==> src/rtl/bsg_cache_sbuf_arb.sv <==
// Store-buffer / read arbiter for the cache data SRAM.
// Reads win by default; the buffer head is forced through when the queue is full,
// when reads have starved it too long, or while a flush drains the queue.
// Optional feature macro: BSG_CACHE_SBUF_ARB_STARVE_GUARD_EN enables the starve counter.
module bsg_cache_sbuf_arb #(
  parameter int unsigned data_width_p = 16,
  parameter int unsigned addr_width_p = 8,
  parameter int unsigned max_starve_p = 4
) (
  input  logic                    clk_i,
  input  logic                    reset_n_i,
  input  logic                    sbuf_v_i,
  input  logic [addr_width_p-1:0] sbuf_addr_i,
  input  logic [data_width_p-1:0] sbuf_data_i,
  input  logic                    sbuf_full_i,
  output logic                    sbuf_yumi_o,
  input  logic                    rd_v_i,
  input  logic [addr_width_p-1:0] rd_addr_i,
  output logic                    rd_ready_o,
  input  logic                    flush_i,
  output logic                    flush_done_o,
  output logic                    mem_v_o,
  output logic                    mem_w_o,
  output logic [addr_width_p-1:0] mem_addr_o,
  output logic [data_width_p-1:0] mem_data_o
);

  typedef enum logic {
    StIdle,
    StFlush
  } state_e;

  state_e r_state;
  logic   w_wr_g;
  logic   w_rd_g;
  logic   w_starved;

`ifdef BSG_CACHE_SBUF_ARB_STARVE_GUARD_EN
  localparam int unsigned StarveW = $clog2(max_starve_p + 1);
  localparam logic [StarveW-1:0] StarveMax = StarveW'(max_starve_p);

  logic [StarveW-1:0] r_starve;

  assign w_starved = (r_starve == StarveMax);

  // Count consecutive read wins over a waiting head entry; saturates at the limit.
  always_ff @(posedge clk_i or negedge reset_n_i) begin
    if (!reset_n_i) begin
      r_starve <= '0;
    end else if (w_wr_g || !sbuf_v_i) begin
      r_starve <= '0;
    end else if (w_rd_g && !w_starved) begin
      r_starve <= r_starve + 1'b1;
    end
  end
`else
  // Without the guard a write only wins on an idle read port or a full queue.
  assign w_starved = 1'b0;
`endif

  // Drain sequencer: leave FLUSH as soon as the queue reports empty.
  always_ff @(posedge clk_i or negedge reset_n_i) begin
    if (!reset_n_i) begin
      r_state <= StIdle;
    end else begin
      unique case (r_state)
        StIdle:  if (flush_i) r_state <= StFlush;
        StFlush: if (!sbuf_v_i) r_state <= StIdle;
        default: r_state <= StIdle;
      endcase
    end
  end

  // Grant decode; in FLUSH the read port is locked out until the queue drains.
  always_comb begin
    w_wr_g       = 1'b0;
    w_rd_g       = 1'b0;
    flush_done_o = 1'b0;
    unique case (r_state)
      StFlush: begin
        w_wr_g       = sbuf_v_i;
        flush_done_o = ~sbuf_v_i;
      end
      default: begin
        w_wr_g = sbuf_v_i & (~rd_v_i | sbuf_full_i | w_starved);
        w_rd_g = rd_v_i & ~w_wr_g;
      end
    endcase
  end

  // SRAM port: single access per cycle, write data always taken from the head.
  always_comb begin
    sbuf_yumi_o = w_wr_g;
    rd_ready_o  = w_rd_g;
    mem_v_o     = w_wr_g | w_rd_g;
    mem_w_o     = w_wr_g;
    mem_addr_o  = w_wr_g ? sbuf_addr_i : rd_addr_i;
    mem_data_o  = sbuf_data_i;
  end

endmodule

==> config.mk <==
export PLATFORM = sky130hd
export DESIGN_NAME = bsg_cache_sbuf_arb
export DESIGN_NICKNAME = d
export VERILOG_FILES = /design/src/rtl/bsg_cache_sbuf_arb.sv
export SDC_FILE = /design/constraint.sdc
export NUM_CORES = 1
export LEC_CHECK = 0
export ABC_CLOCK_PERIOD_IN_PS = 4500
export BUFFER_PORTS_ARGS = -buffer_cell sky130_fd_sc_hd__buf_4
export CAP_MARGIN = 10
export CORE_MARGIN = 2
export CORE_UTILIZATION = 32
export CTS_BUF_LIST = sky130_fd_sc_hd__clkbuf_8
export DETAILED_ROUTE_END_ITERATION = 8
export PLACE_DENSITY = 0.88
export REMOVE_ABC_BUFFERS = 1
export SYNTH_ARGS = -nofsm -noshare
export SYNTH_HDL_FRONTEND = slang
export SYNTH_SLANG_ARGS = --single-unit
==> constraint.sdc <==
create_clock -name clk_i -period 4.5 [get_ports clk_i]
set_clock_uncertainty 0.15 [all_clocks]
set_input_delay 0.9 -clock clk_i [delete_from_list [all_inputs] [get_ports clk_i]]
set_output_delay 0.9 -clock clk_i [all_outputs]
set_load 0.02 [all_outputs]
==> run_results.csv, run 1 <==
group,metric,value,unit
cells_and_area,largest_register,"r_state",
global_routing,grt_pass1_wl,2.18,mm
cells_and_area,final_util,0.447,
worst_setup_path,crit_type,"in2out",
global_routing,grt_max_degree,22,
synth,synth.most_common_cell,"buf_4",
worst_setup_path,crit_fanout,10,
detailed_routing,firstDrtPassIters,4,
cells_and_area,antennaDiodeCount,0,
die,design.core.area,1320,um2
synth,yosys_warnings,0,
cells_and_area,stdcell_area,589,um2
detailed_routing,met1_length,565,um
cells_and_area,synthToLayoutAreaGrowth,28.3,%
synth,synthXorXnorAreaFrac,0,
timing,tns,0,ns
synth,ys.flop_type,"dfrtp_1",
cells_and_area,largest_reg_flops,1,
clock_network,insertion_delay,0,ns
clock_network,clk_pin_slew,0,ns
place,dpl_cell_area,589,um2
place,numPortBuffers,34,
synth,avgSynthCellArea,7.53,um2
power,internal-power,0.0466,mW
synth,ys_seq_area_frac,0.0545,
detailed_routing,drt_iter0_markers,4,
die,start_util,0.349,
timing,rsz0062_at_grt,"false",
synth,synth_fa_ha_area_frac,0,
power,p_clk_frac,0,
die,io_pins,67,
clock_network,hold_buffers,0,
timing,timing.hold.ws,0.526,ns
synth,synth_edf_count,0,
flow_run,cap_viol_max_count,0,
clock_network,cts_resized,0,
detailed_routing,routed_wl,1.38,mm
synth,yosysTopAreaCellShare,0.278,
power,p_switching,0.0344,mW
synth,ys_ff_latch,1,
power,peakVddDrop,0.103,mV
worst_setup_path,start_kind,"input pin",
detailed_routing,highest_layer,"met3",
cells_and_area,fin_nets,114,
synth,synth_cells,61,
timing,min_period,2.81,ns
synth,synthTopCellsByArea,"buf_4, nand4bb_1, nand2b_1, o211ai_1, nand2_1",
synth,ys_types,12,
die,die_width,41.9,um
detailed_routing,avgViaCountPerCell,5.38,
clock_network,postCtsSetupBuffers,0,
timing,setup_violations,0,
synth,synth-simple-area-share,0.466,
power,power_density,138,nW/um2
synth,netlist_area,459,um2
power,swShare,0.424,
synth,synth_top_family_by_area,"simple AND/OR/NAND/NOR gates",
power,seqPwrFrac,0.162,
timing,hold_viol,0,
timing,slew_violations,0,
detailed_routing,drc,0,
timing,slew_headroom,0.745,
timing,timing.final.crit_share,0.625,
cells_and_area,fillers,138,
synth,async_flop_share,1.00,
synth,synth_mux_area_frac,0.0245,
global_routing,antenna_found_initial,0,
detailed_routing,vias,479,
worst_setup_path,crit_arrival,1.76,ns
outcome,outcome,"finished, final reports clean",
die,die_height,41.9,um
die,die-area,1750,um2
global_routing,grt.overflow.total,0,
synth,synth-compound-area-share,0.142,
global_routing,grt_usage,0.154,
min_path,hp-class,"in2async",
synth,synth_commonest_cells,"buf_4, nand2b_1, nand2_1, nand4bb_1, o211ai_1",
die,fp-row-count,13,
place,hpwl,1.10,mm
detailed_routing,wl_per_cell,15.5,um
detailed_routing,final_antenna_net_count,0,
detailed_routing,routed-wl-met3,277,um
global_routing,first_global_vias,466,
worst_setup_path,crit_path_end_kind,"output pin",
cells_and_area,largestRegisters,"r_state (1)",
timing,max_clock_freq,356,MHz
cells_and_area,post_route_cells_drive_above_1_share,0.486,
power,p_comb_frac,0.838,
timing,worst_slew_pin_slew,0.383,ns
power,power.leakage,0.261,nW
synth,synth_area_leader_cell,"buf_4",
place,gp_congestion,0.713,
detailed_routing,wl_met2,537,um
worst_setup_path,cp_data_required_time,3.45,ns
worst max-delay path, cell delays in order:
cell and delay, ns:
buf_4 0.14, nor3b_4 0.38, o211ai_1 0.16, buf_4 0.18
final timing paths:
path                              startpoint                end  slack, ns  cells past startpoint
setup / recovery                      rd_v_i      mem_addr_o[1]       1.69                      4
hold / removal                     reset_n_i  r_state$_DFF_PN0_       0.53                      1
setup reg to reg           r_state$_DFF_PN0_  r_state$_DFF_PN0_       3.29                      1
hold reg to reg            r_state$_DFF_PN0_  r_state$_DFF_PN0_       0.66                      1
max in group asynchronous          reset_n_i  r_state$_DFF_PN0_       3.59                      1
min in group clk_i         r_state$_DFF_PN0_  r_state$_DFF_PN0_       0.66                      1
cell type report:
type | count | area (um2) | share of cell area
multi-input cells | 39 | 290 | 0.493
repair buffers | 34 | 255 | 0.433
flip-flops and latches | 1 | 25.0 | 0.0425
well taps | 15 | 18.8 | 0.0318
kinds of logic (layout without fill, tap and decap cells):
group / Yosys count / in the layout
simple gates: 29 / 29
buf+inv: 21 / 34
compound gates: 9 / 9
mux: 1 / 1
flops: 1 / 1
cell usage in the layout, fill, tap and decap left out:
cell type  Yosys  routed
buf_4         17      34
nand2b_1      10      10
nand2_1        8       8
nand4bb_1      8       8
o211ai_1       8       8
nor2b_1        2       2
nor3b_4        1       1
a21oi_1        1       1
mux2_2         1       1
dfrtp_1        1       1
stage by stage:
| step | worst slack (ns) | total power, mW | cells |
|---|---|---|---|
| floorplan | 1.80 | 0.0443 | 40 |
| global route | 1.61 | 0.0867 | 89 |
| detailed placement | 1.68 | 0.0812 | 89 |
| finish | 1.69 | 0.0811 | 89 |
| CTS | 1.68 | 0.0813 | 89 |
| global placement | 1.70 | 0.0800 | 89 |
routing by layer:
metal  up-vias  track usage
li1        223            -
met1       206        0.183
met2        50        0.206
met3         0        0.135
met4         0            0
met5         -        0.167
power groups by stage:
stage / Clock [mW] / Sequential (mW) / Combinational (mW)
after floorplan: 0 / 0.0121 / 0.0323
after global placement: 0 / 0.0127 / 0.0673
after detailed placement: 0 / 0.0129 / 0.0683
after CTS: 0 / 0.0129 / 0.0684
after global routing: 0 / 0.0134 / 0.0734
final: 0 / 0.0132 / 0.0679
Note: power is estimated with default switching activity, not from simulation.
==> run 2, diff against run 1 <==
ABC_CLOCK_PERIOD_IN_PS = 2500   (was 4500)
CORE_UTILIZATION = 27   (was 32)
PLACE_DENSITY = 0.79   (was 0.88)
clock period = 2.5 ns   (was 4.5 ns; I/O delays follow)
==> run 2 against run 1 <==
Register-to-register slack got worse by 2.0 ns; power rose by 80%; sequential share of layout area hardly changed; highest routed layer unchanged; hold slack worse by 0.40 ns.
==> run_results.csv, run 2 (synthesized netlist as in run 1, its figures left out) <==
group,metric,value,unit
cells_and_area,fillers,173,
global_routing,grt.overflow.total,0,
worst_setup_path,crit_path_end_kind,"output pin",
worst_setup_path,endpoint,"mem_addr_o[3]",
worst_setup_path,reg2regPathDepth,1,
worst_setup_path,ff2ff_setup_slack,1.31,ns
timing,hold_viol,0,
timing,worst_slew_pin_slew,0.390,ns
timing,slew_headroom,0.739,
die,die_width,45.2,um
cells_and_area,synthToLayoutAreaGrowth,28.6,%
detailed_routing,drt_iter0_markers,6,
timing,slew_violations,0,
cells_and_area,final_cell_mix,"buf_4, nand2b_1, nand2_1, nand4bb_1, o211ai_1",
power,power_density,247,nW/um2
detailed_routing,final_antenna_net_count,0,
worst_setup_path,startpoint,"rd_v_i",
detailed_routing,routed_wl,1.50,mm
timing,tns,0,ns
outcome,outcome,"finished, final reports clean",
clock_network,insertion_delay,0,ns
worst_setup_path,reg2reg_to,"r_state$_DFF_PN0_",
place,numPortBuffers,34,
detailed_routing,vias,475,
flow_run,cap_viol_max_count,0,
timing,rsz0062_at_grt,"false",
die,die-area,2050,um2
cells_and_area,final_common_cell,"buf_4",
worst_setup_path,start_kind,"input pin",
place,gp_congestion,0.707,
cells_and_area,largest_register,"r_state",
power,peakVddDrop,0.0906,mV
worst_setup_path,crit-reg2reg-launch,"r_state$_DFF_PN0_",
die,start_util,0.295,
detailed_routing,wl_per_cell,16.6,um
cells_and_area,antennaDiodeCount,0,
global_routing,grt_usage,0.138,
cells_and_area,post_route_cells_drive_above_1_share,0.486,
clock_network,clk_pin_slew,0,ns
worst_setup_path,cp_data_required_time,1.85,ns
clock_network,cts_resized,0,
worst_setup_path,crit_type,"in2out",
global_routing,grt_max_degree,22,
die,design.core.area,1560,um2
timing,max_clock_freq,494,MHz
global_routing,first_global_vias,445,
clock_network,hold_buffers,0,
cells_and_area,largestRegisters,"r_state (1)",
die,die_height,45.2,um
timing,timing.final.crit_share,0.809,
power,power.leakage,0.261,nW
worst_setup_path,crit_fanout,10,
cells_and_area,final_util,0.379,
clock_network,postCtsSetupBuffers,0,
timing,min_period,2.02,ns
die,fp-row-count,14,
worst_setup_path,crit_arrival,1.37,ns
cells_and_area,fin_nets,114,
global_routing,grt_pass1_wl,2.07,mm
detailed_routing,drc,0,
cells_and_area,largest_reg_flops,1,
timing,setup_violations,0,
detailed_routing,firstDrtPassIters,4,
global_routing,antenna_found_initial,0,
die,io_pins,67,
detailed_routing,avgViaCountPerCell,5.28,
min_path,hp-class,"in2async",
power,power,0.146,mW
==> run 2: cell counts in the layout (fill, tap and decap cells not counted) <==
No cell type changed its count.
==> run 2: critical path, cell delays in order <==
cell      delay (ns)
buf_4           0.14
nor3b_4         0.39
o211ai_1        0.16
buf_4           0.18
==> run 2: worst min-delay path by stage <==
stage / to / slack [ns] / cells after the start
4_1_cts: r_state$_DFF_PN0_ / 0.13 / 1
6_report: r_state$_DFF_PN0_ / 0.13 / 1
3_5_place_dp: r_state$_DFF_PN0_ / 0.13 / 1
3_3_place_gp: r_state$_DFF_PN0_ / 0.13 / 1
5_1_grt: r_state$_DFF_PN0_ / 0.13 / 1
2_1_floorplan: r_state$_DFF_PN0_ / 0.05 / 0
==> run 2: through the flow <==
stage,instances,area (um2),worst slack [ns],hold WS (ns)
2_1_floorplan,40,315,0.604,0.0544
3_3_place_gp,90,591,0.483,0.126
3_5_place_dp,90,591,0.467,0.132
4_1_cts,90,591,0.467,0.132
5_1_grt,90,591,0.404,0.131
6_report,90,591,0.477,0.129
==> run 2: where the power goes <==
part	leakage (nW)	internal, mW	switching, mW
logic	0.250	0.0659	0.0564
registers	0.0117	0.0181	0.00519
clock network	0	0	0
total	0.261	0.0840	0.0616
==> run 2: routing by layer <==
metal,vias to the layer above,global-route usage,share of wire
li1,224,-,-
met1,203,0.163,0.42
met2,48,0.191,0.40
met3,0,0.120,0.17
met4,0,0,0
met5,-,0.114,0
==> run 2: cell type report <==
class                      count  area [um2]  share of cell area
multi-input combinational     39         290               0.492
sequential                     1        25.0              0.0424
tap                           16        20.0              0.0339
timing repair buffer          34         255               0.432
==> run 3, diff against run 2 <==
ABC_CLOCK_PERIOD_IN_PS = 1900   (was 2500)
CORE_UTILIZATION = 30   (was 27)
PLACE_DENSITY = 0.83   (was 0.79)
clock period = 1.9 ns   (was 2.5 ns; I/O delays follow)
==> run 3 against run 2 <==
Combinational power grew 39%; power increased by 34%; first-iteration DRC count increased by 33%; die area decreased by 9.1%; largest power group unchanged; critical endpoint is now mem_addr_o[1].
==> run_results.csv, run 3 (synthesized netlist as in run 1, its figures left out) <==
group,metric,value,unit
timing,slew_violations,0,
die,die_height,43.1,um
flow_run,cap_viol_max_count,0,
worst_setup_path,start_kind,"input pin",
power,peakVddDrop,0.205,mV
place,numPortBuffers,34,
die,io_pins,67,
cells_and_area,fillers,160,
die,design.core.area,1470,um2
detailed_routing,drc,0,
cells_and_area,seqCellArea,25.0,um2
cells_and_area,multiInputGateArea,290,um2
timing,setup_ws,0.0785,ns
cells_and_area,largestRegisters,"r_state (1)",
worst_setup_path,crit_path_end_kind,"output pin",
timing,timing.hold.ws,0.00592,ns
die,die-area,1860,um2
power,p_comb_frac,0.867,
die,fp-row-count,14,
cells_and_area,synthToLayoutAreaGrowth,30.2,%
worst_setup_path,cp_data_required_time,1.37,ns
cells_and_area,final_cell_mix,"buf_4, nand2b_1, nand2_1, nand4bb_1, o211ai_1",
power,power,0.196,mW
timing,setup_violations,0,
detailed_routing,final_antenna_net_count,0,
clock_network,postCtsSetupBuffers,0,
clock_network,cts_resized,0,
power,seqPwrFrac,0.133,
detailed_routing,drt_iter0_markers,8,
place,placedCellCount,91,
power,power.leakage,0.266,nW
power,p_clk_frac,0,
power,internal-power,0.113,mW
power,swShare,0.422,
worst_setup_path,crit_type,"in2out",
global_routing,first_global_vias,456,
power,power_density,327,nW/um2
global_routing,grt_pass1_wl,2.24,mm
cells_and_area,antennaDiodeCount,0,
timing,timing.final.crit_share,0.959,
detailed_routing,wl_per_cell,17.4,um
min_path,hp-class,"in2async",
die,start_util,0.312,
detailed_routing,vias,497,
place,hpwl,1.23,mm
timing,rsz0062_at_grt,"false",
place,gp_congestion,0.688,
timing,min_period,1.82,ns
cells_and_area,post_route_cells_drive_above_1_share,0.493,
power,p_switching,0.0826,mW
global_routing,grt.overflow.total,0,
cells_and_area,largest_reg_flops,1,
clock_network,hold_buffers,0,
clock_network,clk_pin_slew,0,ns
die,die_width,43.1,um
cells_and_area,final_common_cell,"buf_4",
timing,max_clock_freq,549,MHz
worst_setup_path,crit_fanout,10,
global_routing,grt_usage,0.157,
cells_and_area,fin_nets,115,
global_routing,antenna_found_initial,0,
worst_setup_path,crit_arrival,1.29,ns
global_routing,grt_max_degree,22,
detailed_routing,firstDrtPassIters,6,
clock_network,insertion_delay,0,ns
timing,slew_headroom,0.722,
detailed_routing,avgViaCountPerCell,5.46,
worst_setup_path,ff2ff_setup_slack,0.75,ns
detailed_routing,routed_wl,1.58,mm
outcome,outcome,"finished, final reports clean",
timing,tns,0,ns
timing,hold_viol,0,
timing,worst_slew_pin_slew,0.416,ns
place,pre_cts_slack,0.105,ns
cells_and_area,fin_cells,91,
cells_and_area,largest_register,"r_state",
==> run 3: final cells by class <==
class                   instances  area share
flip-flops and latches          1      0.0418
repair buffers                 35       0.439
multi-input cells              39       0.485
well taps                      16      0.0335
==> run 3: worst max-delay path, cell delays in order <==
cell,delay (ns)
buf_4,0.14
nor3b_4,0.41
o211ai_1,0.18
buf_4,0.18
==> run 3: power groups by stage <==
stage / combinational [mW] / sequential [mW] / clock, mW
finish: 0.170 / 0.0261 / 0
floorplan: 0.0764 / 0.0286 / 0
CTS: 0.171 / 0.0261 / 0
global placement: 0.167 / 0.0261 / 0
detailed placement: 0.170 / 0.0261 / 0
global route: 0.181 / 0.0264 / 0
==> run 3: path summary, 6_finish.rpt <==
path                                   start                 to  depth (start not counted)
max reg2reg                r_state$_DFF_PN0_  r_state$_DFF_PN0_                          2
min in group clk_i                   flush_i  r_state$_DFF_PN0_                          2
max                                   rd_v_i      mem_addr_o[1]                          4
min reg2reg                r_state$_DFF_PN0_  r_state$_DFF_PN0_                          2
min                                reset_n_i  r_state$_DFF_PN0_                          1
max in group asynchronous          reset_n_i  r_state$_DFF_PN0_                          1
==> run 3: metal layers <==
| metal | global-route usage | vias up | share of wire |
|---|---|---|---|
| met2 | 0.194 | 41 | 0.44 |
| met1 | 0.209 | 231 | 0.39 |
| li1 | - | 225 | - |
| met4 | 0 | 0 | 0 |
| met3 | 0.136 | 0 | 0.17 |
| met5 | 0.100 | - | 0 |
==> run 3: through the flow <==
stage	util	area, um2
6_report	0.406	598
5_1_grt	0.406	598
4_1_cts	0.406	598
3_5_place_dp	0.406	598
3_3_place_gp	0.406	598
2_1_floorplan	-	315
